$ cat config.mk
export PLATFORM = sky130hd
export DESIGN_NAME = axil_reg_bank
export DESIGN_NICKNAME = d
export VERILOG_FILES = /design/src/rtl/axil_pkg.sv /design/src/rtl/axil_wstrb_merge.sv /design/src/rtl/axil_reg_bank.sv
export SDC_FILE = /design/constraint.sdc
export NUM_CORES = 1
export LEC_CHECK = 0
export ABC_AREA = 1
export BUFFER_PORTS_ARGS = -buffer_cell sky130_fd_sc_hd__buf_2
export CORE_ASPECT_RATIO = 0.6
export CORE_MARGIN = 10
export CORE_UTILIZATION = 50
export CTS_CLUSTER_SIZE = 30
export DETAILED_ROUTE_END_ITERATION = 8
export GPL_ROUTABILITY_DRIVEN = 0
export PLACE_DENSITY = 0.75
export SETUP_SLACK_MARGIN = 0.3
export SLEW_MARGIN = 15
export SYNTH_ARGS = -nofsm -noshare
export SYNTH_HDL_FRONTEND = slang
export SYNTH_SLANG_ARGS = --single-unit
$ cat constraint.sdc
create_clock -name ACLK -period 2.1 [get_ports ACLK]
set_clock_uncertainty 0.05 [all_clocks]
set_input_delay 0.105 -clock ACLK [delete_from_list [all_inputs] [get_ports ACLK]]
set_output_delay 0.105 -clock ACLK [all_outputs]
set_load 0.01 [all_outputs]
$ cat src/rtl/axil_pkg.sv
// Shared constants and FSM state types for the AXI4-Lite register bank.
package axil_pkg;

   localparam logic [1:0] RESP_OKAY   = 2'b00;
   localparam logic [1:0] RESP_SLVERR = 2'b10;

   localparam logic [4:0] ADDR_REG0   = 5'h00;
   localparam logic [4:0] ADDR_REG1   = 5'h04;
   localparam logic [4:0] ADDR_REG2   = 5'h08;
   localparam logic [4:0] ADDR_REG3   = 5'h0C;
   localparam logic [4:0] ADDR_STATUS = 5'h10;

   typedef enum logic {W_IDLE, W_RESP} wr_state_t;
   typedef enum logic {R_IDLE, R_DATA} rd_state_t;

   // Word index used for decode; the two byte-offset bits never matter.
   function automatic logic [2:0] word_idx(input logic [4:0] addr);
      return addr[4:2];
   endfunction

endpackage

$ cat src/rtl/axil_wstrb_merge.sv
// Byte-lane merge: each lane takes WDATA when its strobe is set, else keeps old data.
module axil_wstrb_merge #(
   parameter int unsigned DW = 32
) (
   input  logic [DW-1:0]   old_data,
   input  logic [DW-1:0]   wdata,
   input  logic [DW/8-1:0] wstrb,
   output logic [DW-1:0]   merged
);

   for (genvar b = 0; b < DW/8; b++) begin : g_lane
      assign merged[8*b +: 8] = wstrb[b] ? wdata[8*b +: 8] : old_data[8*b +: 8];
   end

endmodule

$ cat src/rtl/axil_reg_bank.sv
// AXI4-Lite slave with C_NUM_REGS R/W registers and independent read/write FSMs.
// Optional read-only status word at 0x10 when AXIL_REG_BANK_STATUS_EN is defined.
module axil_reg_bank
   import axil_pkg::*;
#(
   parameter int unsigned C_S_AXI_DATA_WIDTH = 32,
   parameter int unsigned C_S_AXI_ADDR_WIDTH = 5,
   parameter int unsigned C_NUM_REGS         = 4,
   parameter logic [31:0] C_RESET_VAL        = 32'h0
) (
   input  logic                              ACLK,
   input  logic                              ARESET,
   input  logic [C_S_AXI_ADDR_WIDTH-1:0]     S_AXI_AWADDR,
   input  logic [2:0]                        S_AXI_AWPROT,
   input  logic                              S_AXI_AWVALID,
   output logic                              S_AXI_AWREADY,
   input  logic [C_S_AXI_DATA_WIDTH-1:0]     S_AXI_WDATA,
   input  logic [C_S_AXI_DATA_WIDTH/8-1:0]   S_AXI_WSTRB,
   input  logic                              S_AXI_WVALID,
   output logic                              S_AXI_WREADY,
   output logic [1:0]                        S_AXI_BRESP,
   output logic                              S_AXI_BVALID,
   input  logic                              S_AXI_BREADY,
   input  logic [C_S_AXI_ADDR_WIDTH-1:0]     S_AXI_ARADDR,
   input  logic [2:0]                        S_AXI_ARPROT,
   input  logic                              S_AXI_ARVALID,
   output logic                              S_AXI_ARREADY,
   output logic [C_S_AXI_DATA_WIDTH-1:0]     S_AXI_RDATA,
   output logic [1:0]                        S_AXI_RRESP,
   output logic                              S_AXI_RVALID,
   input  logic                              S_AXI_RREADY,
   output logic [32*C_NUM_REGS-1:0]          regs_o,
   input  logic [31:0]                       status_i
);

   localparam int unsigned DW = C_S_AXI_DATA_WIDTH;
   localparam int unsigned SW = DW/8;
   localparam logic [2:0]  STATUS_IDX = word_idx(ADDR_STATUS);

   logic [C_NUM_REGS-1:0][DW-1:0] regs;

   wr_state_t       w_state;
   logic            awready_q, wready_q, bvalid_q;
   logic [1:0]      bresp_q;
   logic            aw_held, w_held;
   logic [2:0]      aw_idx_q;
   logic [DW-1:0]   wdata_q;
   logic [SW-1:0]   wstrb_q;

   rd_state_t       r_state;
   logic            arready_q, rvalid_q;
   logic [DW-1:0]   rdata_q;
   logic [1:0]      rresp_q;

   logic            aw_fire, w_fire, ar_fire, commit;
   logic [2:0]      wr_idx, rd_idx;
   logic [DW-1:0]   wr_data, old_data, merged, rd_val;
   logic [SW-1:0]   wr_strb;
   logic            wr_hit;
   logic [1:0]      rd_resp;

   assign aw_fire = S_AXI_AWVALID & awready_q;
   assign w_fire  = S_AXI_WVALID  & wready_q;
   assign ar_fire = S_AXI_ARVALID & arready_q;

   // A beat captured in an earlier cycle takes priority over the live bus.
   assign wr_idx  = aw_held ? aw_idx_q : word_idx(S_AXI_AWADDR[4:0]);
   assign wr_data = w_held  ? wdata_q  : S_AXI_WDATA;
   assign wr_strb = w_held  ? wstrb_q  : S_AXI_WSTRB;
   assign commit  = (w_state == W_IDLE) & (aw_held | aw_fire) & (w_held | w_fire);
   assign rd_idx  = word_idx(S_AXI_ARADDR[4:0]);

   always_comb begin
      wr_hit   = 1'b0;
      old_data = '0;
      for (int i = 0; i < int'(C_NUM_REGS); i++) begin
         if (wr_idx == i[2:0]) begin
            wr_hit   = 1'b1;
            old_data = regs[i];
         end
      end
   end

   always_comb begin
      rd_val  = '0;
      rd_resp = RESP_SLVERR;
      for (int i = 0; i < int'(C_NUM_REGS); i++) begin
         if (rd_idx == i[2:0]) begin
            rd_val  = regs[i];
            rd_resp = RESP_OKAY;
         end
      end
`ifdef AXIL_REG_BANK_STATUS_EN
      if (rd_idx == STATUS_IDX && 32'(rd_idx) >= C_NUM_REGS) begin
         rd_val  = status_i;
         rd_resp = RESP_OKAY;
      end
`endif
   end

   axil_wstrb_merge #(.DW(DW)) u_merge (
      .old_data (old_data),
      .wdata    (wr_data),
      .wstrb    (wr_strb),
      .merged   (merged)
   );

   always_ff @(posedge ACLK) begin
      if (ARESET) begin
         for (int i = 0; i < int'(C_NUM_REGS); i++) regs[i] <= C_RESET_VAL;
      end else if (commit && wr_hit) begin
         for (int i = 0; i < int'(C_NUM_REGS); i++)
            if (wr_idx == i[2:0]) regs[i] <= merged;
      end
   end

   always_ff @(posedge ACLK) begin
      if (ARESET) begin
         w_state   <= W_IDLE;
         awready_q <= 1'b0;
         wready_q  <= 1'b0;
         bvalid_q  <= 1'b0;
         bresp_q   <= RESP_OKAY;
         aw_held   <= 1'b0;
         w_held    <= 1'b0;
         aw_idx_q  <= '0;
         wdata_q   <= '0;
         wstrb_q   <= '0;
      end else begin
         case (w_state)
            W_IDLE: begin
               if (commit) begin
                  w_state   <= W_RESP;
                  bvalid_q  <= 1'b1;
                  bresp_q   <= wr_hit ? RESP_OKAY : RESP_SLVERR;
                  awready_q <= 1'b0;
                  wready_q  <= 1'b0;
                  aw_held   <= 1'b0;
                  w_held    <= 1'b0;
               end else begin
                  if (aw_fire) begin
                     aw_held   <= 1'b1;
                     aw_idx_q  <= word_idx(S_AXI_AWADDR[4:0]);
                     awready_q <= 1'b0;
                  end else begin
                     awready_q <= ~aw_held;
                  end
                  if (w_fire) begin
                     w_held   <= 1'b1;
                     wdata_q  <= S_AXI_WDATA;
                     wstrb_q  <= S_AXI_WSTRB;
                     wready_q <= 1'b0;
                  end else begin
                     wready_q <= ~w_held;
                  end
               end
            end
            W_RESP: begin
               if (S_AXI_BREADY) begin
                  w_state   <= W_IDLE;
                  bvalid_q  <= 1'b0;
                  awready_q <= 1'b1;
                  wready_q  <= 1'b1;
               end
            end
            default: w_state <= W_IDLE;
         endcase
      end
   end

   // Register values are sampled before this edge's write lands, so a
   // colliding read sees the old contents.
   always_ff @(posedge ACLK) begin
      if (ARESET) begin
         r_state   <= R_IDLE;
         arready_q <= 1'b0;
         rvalid_q  <= 1'b0;
         rdata_q   <= '0;
         rresp_q   <= RESP_OKAY;
      end else begin
         case (r_state)
            R_IDLE: begin
               if (ar_fire) begin
                  r_state   <= R_DATA;
                  rdata_q   <= rd_val;
                  rresp_q   <= rd_resp;
                  rvalid_q  <= 1'b1;
                  arready_q <= 1'b0;
               end else begin
                  arready_q <= 1'b1;
               end
            end
            R_DATA: begin
               if (S_AXI_RREADY) begin
                  r_state   <= R_IDLE;
                  rvalid_q  <= 1'b0;
                  arready_q <= 1'b1;
               end
            end
            default: r_state <= R_IDLE;
         endcase
      end
   end

   assign S_AXI_AWREADY = awready_q;
   assign S_AXI_WREADY  = wready_q;
   assign S_AXI_BVALID  = bvalid_q;
   assign S_AXI_BRESP   = bresp_q;
   assign S_AXI_ARREADY = arready_q;
   assign S_AXI_RVALID  = rvalid_q;
   assign S_AXI_RDATA   = rdata_q;
   assign S_AXI_RRESP   = rresp_q;
   assign regs_o        = regs;

   logic unused_ok;
`ifdef AXIL_REG_BANK_STATUS_EN
   assign unused_ok = ^{S_AXI_AWPROT, S_AXI_ARPROT, S_AXI_AWADDR[1:0], S_AXI_ARADDR[1:0]};
`else
   assign unused_ok = ^{S_AXI_AWPROT, S_AXI_ARPROT, S_AXI_AWADDR[1:0], S_AXI_ARADDR[1:0],
                        status_i, STATUS_IDX};
`endif

endmodule

==> impl_metrics.py <==
metrics = {
    "routing": {
        "wirelength_um": 45500,
        "maxUsedRoutingLayer": "met4",
        "vias": 12900,
        "wl_met2_um": 18800,
        "drt_pass1_iterations": 6,
        "drt_drc_violations_left": 0,
        "antenna_left": 0,
        "wl_met3_um": 7040,
        "viasPerCell": 5.72,
        "drt-initial-drc-count": 1575,
        "wl_met1_um": 18500,
        "avgRoutedWirePerCell_um": 20.2,
    },
    "status": {
        "outcome": "finished, final reports clean",
    },
    "setup_path": {
        "cp_data_required_time_ns": 2.45,
        "crit_arrival_ns": 2.20,
        "r2r_cells": 11,
        "crit_fanout": 7,
        "timing.rr.start": "aw_held$_SDFFE_PP0P_",
        "startpoint": "aw_held$_SDFFE_PP0P_",
        "endpoint_kind": "flip-flop",
        "r2r_slack_ns": 0.25,
        "crit_type": "flip-flop to flip-flop",
        "crit_path_start_kind": "flip-flop",
        "cp-endpoint": "regs_o[53]$_SDFFE_PP0P_",
        "rr_endpoint": "regs_o[53]$_SDFFE_PP0P_",
    },
    "cts": {
        "cts_buffer_depth": 3,
        "numClockSinks": 210,
        "cts-root-buf": "clkbuf_16",
        "path_clk_slew_ns": 0.06,
        "insertion_delay_ns": 0.51,
        "cts_htree_levels": 1,
        "numCtsBuffers": 21,
        "cts_tree": "built",
    },
    "grt": {
        "grt_max_degree": 133,
        "antenna_found_initial": 0,
        "grt_use_total_pct": 28.7,
        "grt_pass1_vias": 11400,
        "overflow": 0,
        "grt_first_pass_wirelength_um": 65600,
    },
    "place": {
        "placed_area_mm2": 0.0123,
        "io_buffers": 215,
        "place_inst": 2142,
        "hpwl_um": 26900,
    },
    "timing": {
        "worstMarginPinSlew_ns": 0.717,
        "totalNegativeSetupSlack_ns": 0,
        "drv_slew": 0,
        "period_minus_slack_ns": 1.85,
        "fin_crit_sh_pct": 88.1,
        "grt_setup_unrepaired": "true",
        "max_slew_margin_pct": 52.2,
        "setup_violations": 0,
        "fmax_mhz": 541,
        "timing_hold_violations_final": 0,
    },
    "die": {
        "fp.coreArea_mm2": 0.0211,
        "rows": 41,
        "dieArea_mm2": 0.0281,
        "io_pins": 260,
        "start_util_pct": 51.1,
        "die_x_um": 210,
        "die_height_um": 134,
    },
    "yosys": {
        "synth_area_mm2": 0.0108,
        "yosysSeqAreaShare_pct": 38.9,
        "yosysUniqueCellTypes": 26,
        "syn_inst": 1714,
        "ys_seq_elements": 210,
        "avgSynthCellArea_um2": 6.30,
        "yosysWarnings": 0,
    },
    "power_and_ir_drop": {
        "leakage_nw": 7.54,
        "max-vdd-ir-drop_mv": 0.502,
        "power_density_mw_per_mm2": 683,
    },
    "layout": {
        "synthToLayoutAreaGrowth_pct": 38.4,
        "drive_gt1_share_pct": 26.8,
        "stdcell_count": 2251,
        "num-fill-cells": 1755,
        "mostFrequentLayoutCells": "nand2_1, inv_1, buf_2, dfxtp_1, nor2_1",
        "final_common_cell": "nand2_1",
        "finish.instance_area_mm2": 0.0149,
        "fin_nets": 2050,
        "diodes": 0,
    },
    "worst_hold_path": {
        "holdCritPathClass": "input pin to flip-flop",
    },
    "job": {
        "max_cap_viol_count": 0,
    },
}
[metal layers]
| metal | track usage [%] | vias to the layer above |
|---|---|---|
| met1 | 40.6 | 5890 |
| met2 | 41.3 | 889 |
| met5 | 0 | - |
| li1 | - | 5955 |
| met4 | 6.29 | 0 |
| met3 | 9.20 | 136 |
[cells in the mapped netlist]
master | number | share of area [%]
inv_1 | 272 | 9.5
nand2_2 | 2 | 0.12
nand3_1 | 166 | 7.7
nand2_4 | 1 | 0.10
nand2_1 | 386 | 13
clkbuf_1 | 65 | 2.3
a21oi_1 | 168 | 7.8
a221oi_1 | 32 | 2.6
buf_1 | 11 | 0.38
nor2_2 | 2 | 0.12
inv_2 | 4 | 0.14
nor2_4 | 2 | 0.21
nor3_1 | 5 | 0.23
o21ai_0 | 136 | 6.3
buf_2 | 33 | 1.5
o21a_1 | 1 | 0.070
nor2_1 | 177 | 6.2
a211oi_1 | 1 | 0.070
conb_1 | 1 | 0.035
dfxtp_1 | 210 | 39
nand4_1 | 32 | 1.9
o21ai_1 | 2 | 0.093
nand3_2 | 1 | 0.093
nor3_4 | 1 | 0.15
buf_4 | 2 | 0.14
clkinv_1 | 1 | 0.035
[per-stage QoR]
step	hold slack, ns	total power (W)	setup WS [ns]	utilization, %
3_5_place_dp	0.264	0.00589	0.0905	58.1
3_3_place_gp	0.256	0.00586	0.120	58.1
6_report	0.113	0.0102	0.250	70.7
5_1_grt	0.136	0.0105	0.195	70.7
4_1_cts	0.102	0.00975	0.285	64.4
2_1_floorplan	0.154	0.00528	0.401	-
[worst min path at each step]
stage	start	to	slack [ns]	cells after the start
after CTS	ARESET	w_state$_SDFF_PP0_	0.10	4
after floorplan	S_AXI_RREADY	S_AXI_RVALID$_SDFFE_PP0P_	0.15	1
after global placement	S_AXI_RREADY	S_AXI_RVALID$_SDFFE_PP0P_	0.26	2
after detailed placement	S_AXI_RREADY	S_AXI_RVALID$_SDFFE_PP0P_	0.26	2
final	ARESET	wdata_q[8]$_SDFFE_PP0P_	0.11	5
after global routing	ARESET	S_AXI_RDATA[21]$_SDFFE_PP0P_	0.14	5
[layout make-up]
cell class	instances	area (µm²)	share of cell area, %
Inverter	277	1070	7.14
Sequential cell	210	4210	28.2
Clock buffer	32	637	4.26
Tap cell	279	349	2.34
Clock inverter	4	47.5	0.318
Timing Repair Buffer	332	2620	17.6
Multi-Input combinational cell	1117	6010	40.2
[logic make-up (layout without fill, tap and decap cells)]
kind of cell    count (synthesis)  in the layout  share of synthesized area, %
simple gates                  775            775                          30.1
buf+inv                       388            645                          13.9
compound gates                340            340                          16.9
flops                         210            210                          38.9
other cells                     1              2                        0.0347
[state kept, by name, indices dropped and copies added, names as in the netlist, 3 cells and up]
register     count
S_AXI_RDATA     32
aw_idx_q         3
regs_o         128
wdata_q         32
wstrb_q          4
[worst max-delay path, cell delays in order (launching register included)]
cell       delay, ns
dfxtp_4         0.42
inv_6           0.06
nand2_4         0.08
nand2_8         0.08
nor3_4          0.27
buf_6           0.20
clkbuf_16       0.19
a21oi_2         0.06
nand2_2         0.11
nand3_1         0.09
nand2_1         0.08
inv_1           0.05
[report_power, final]
| group | switching [W] | internal [W] | leakage (nW) | total (W) |
|---|---|---|---|---|
| Clock | 0.00165 | 0.00221 | 0.336 | 0.00386 |
| Sequential | 0.000112 | 0.00416 | 1.71 | 0.00427 |
| Combinational | 0.00138 | 0.000703 | 5.50 | 0.00209 |
[timing repair]
action	in CTS	in global routing
gates resized for setup	25	241
gates cloned	3	12
pin swaps	12	53
setup buffers	5	8
hold endpoints to repair	49	0
endpoints found under the setup margin	128	129
hold buffers	45	0
(Power assumes the default switching activity.)
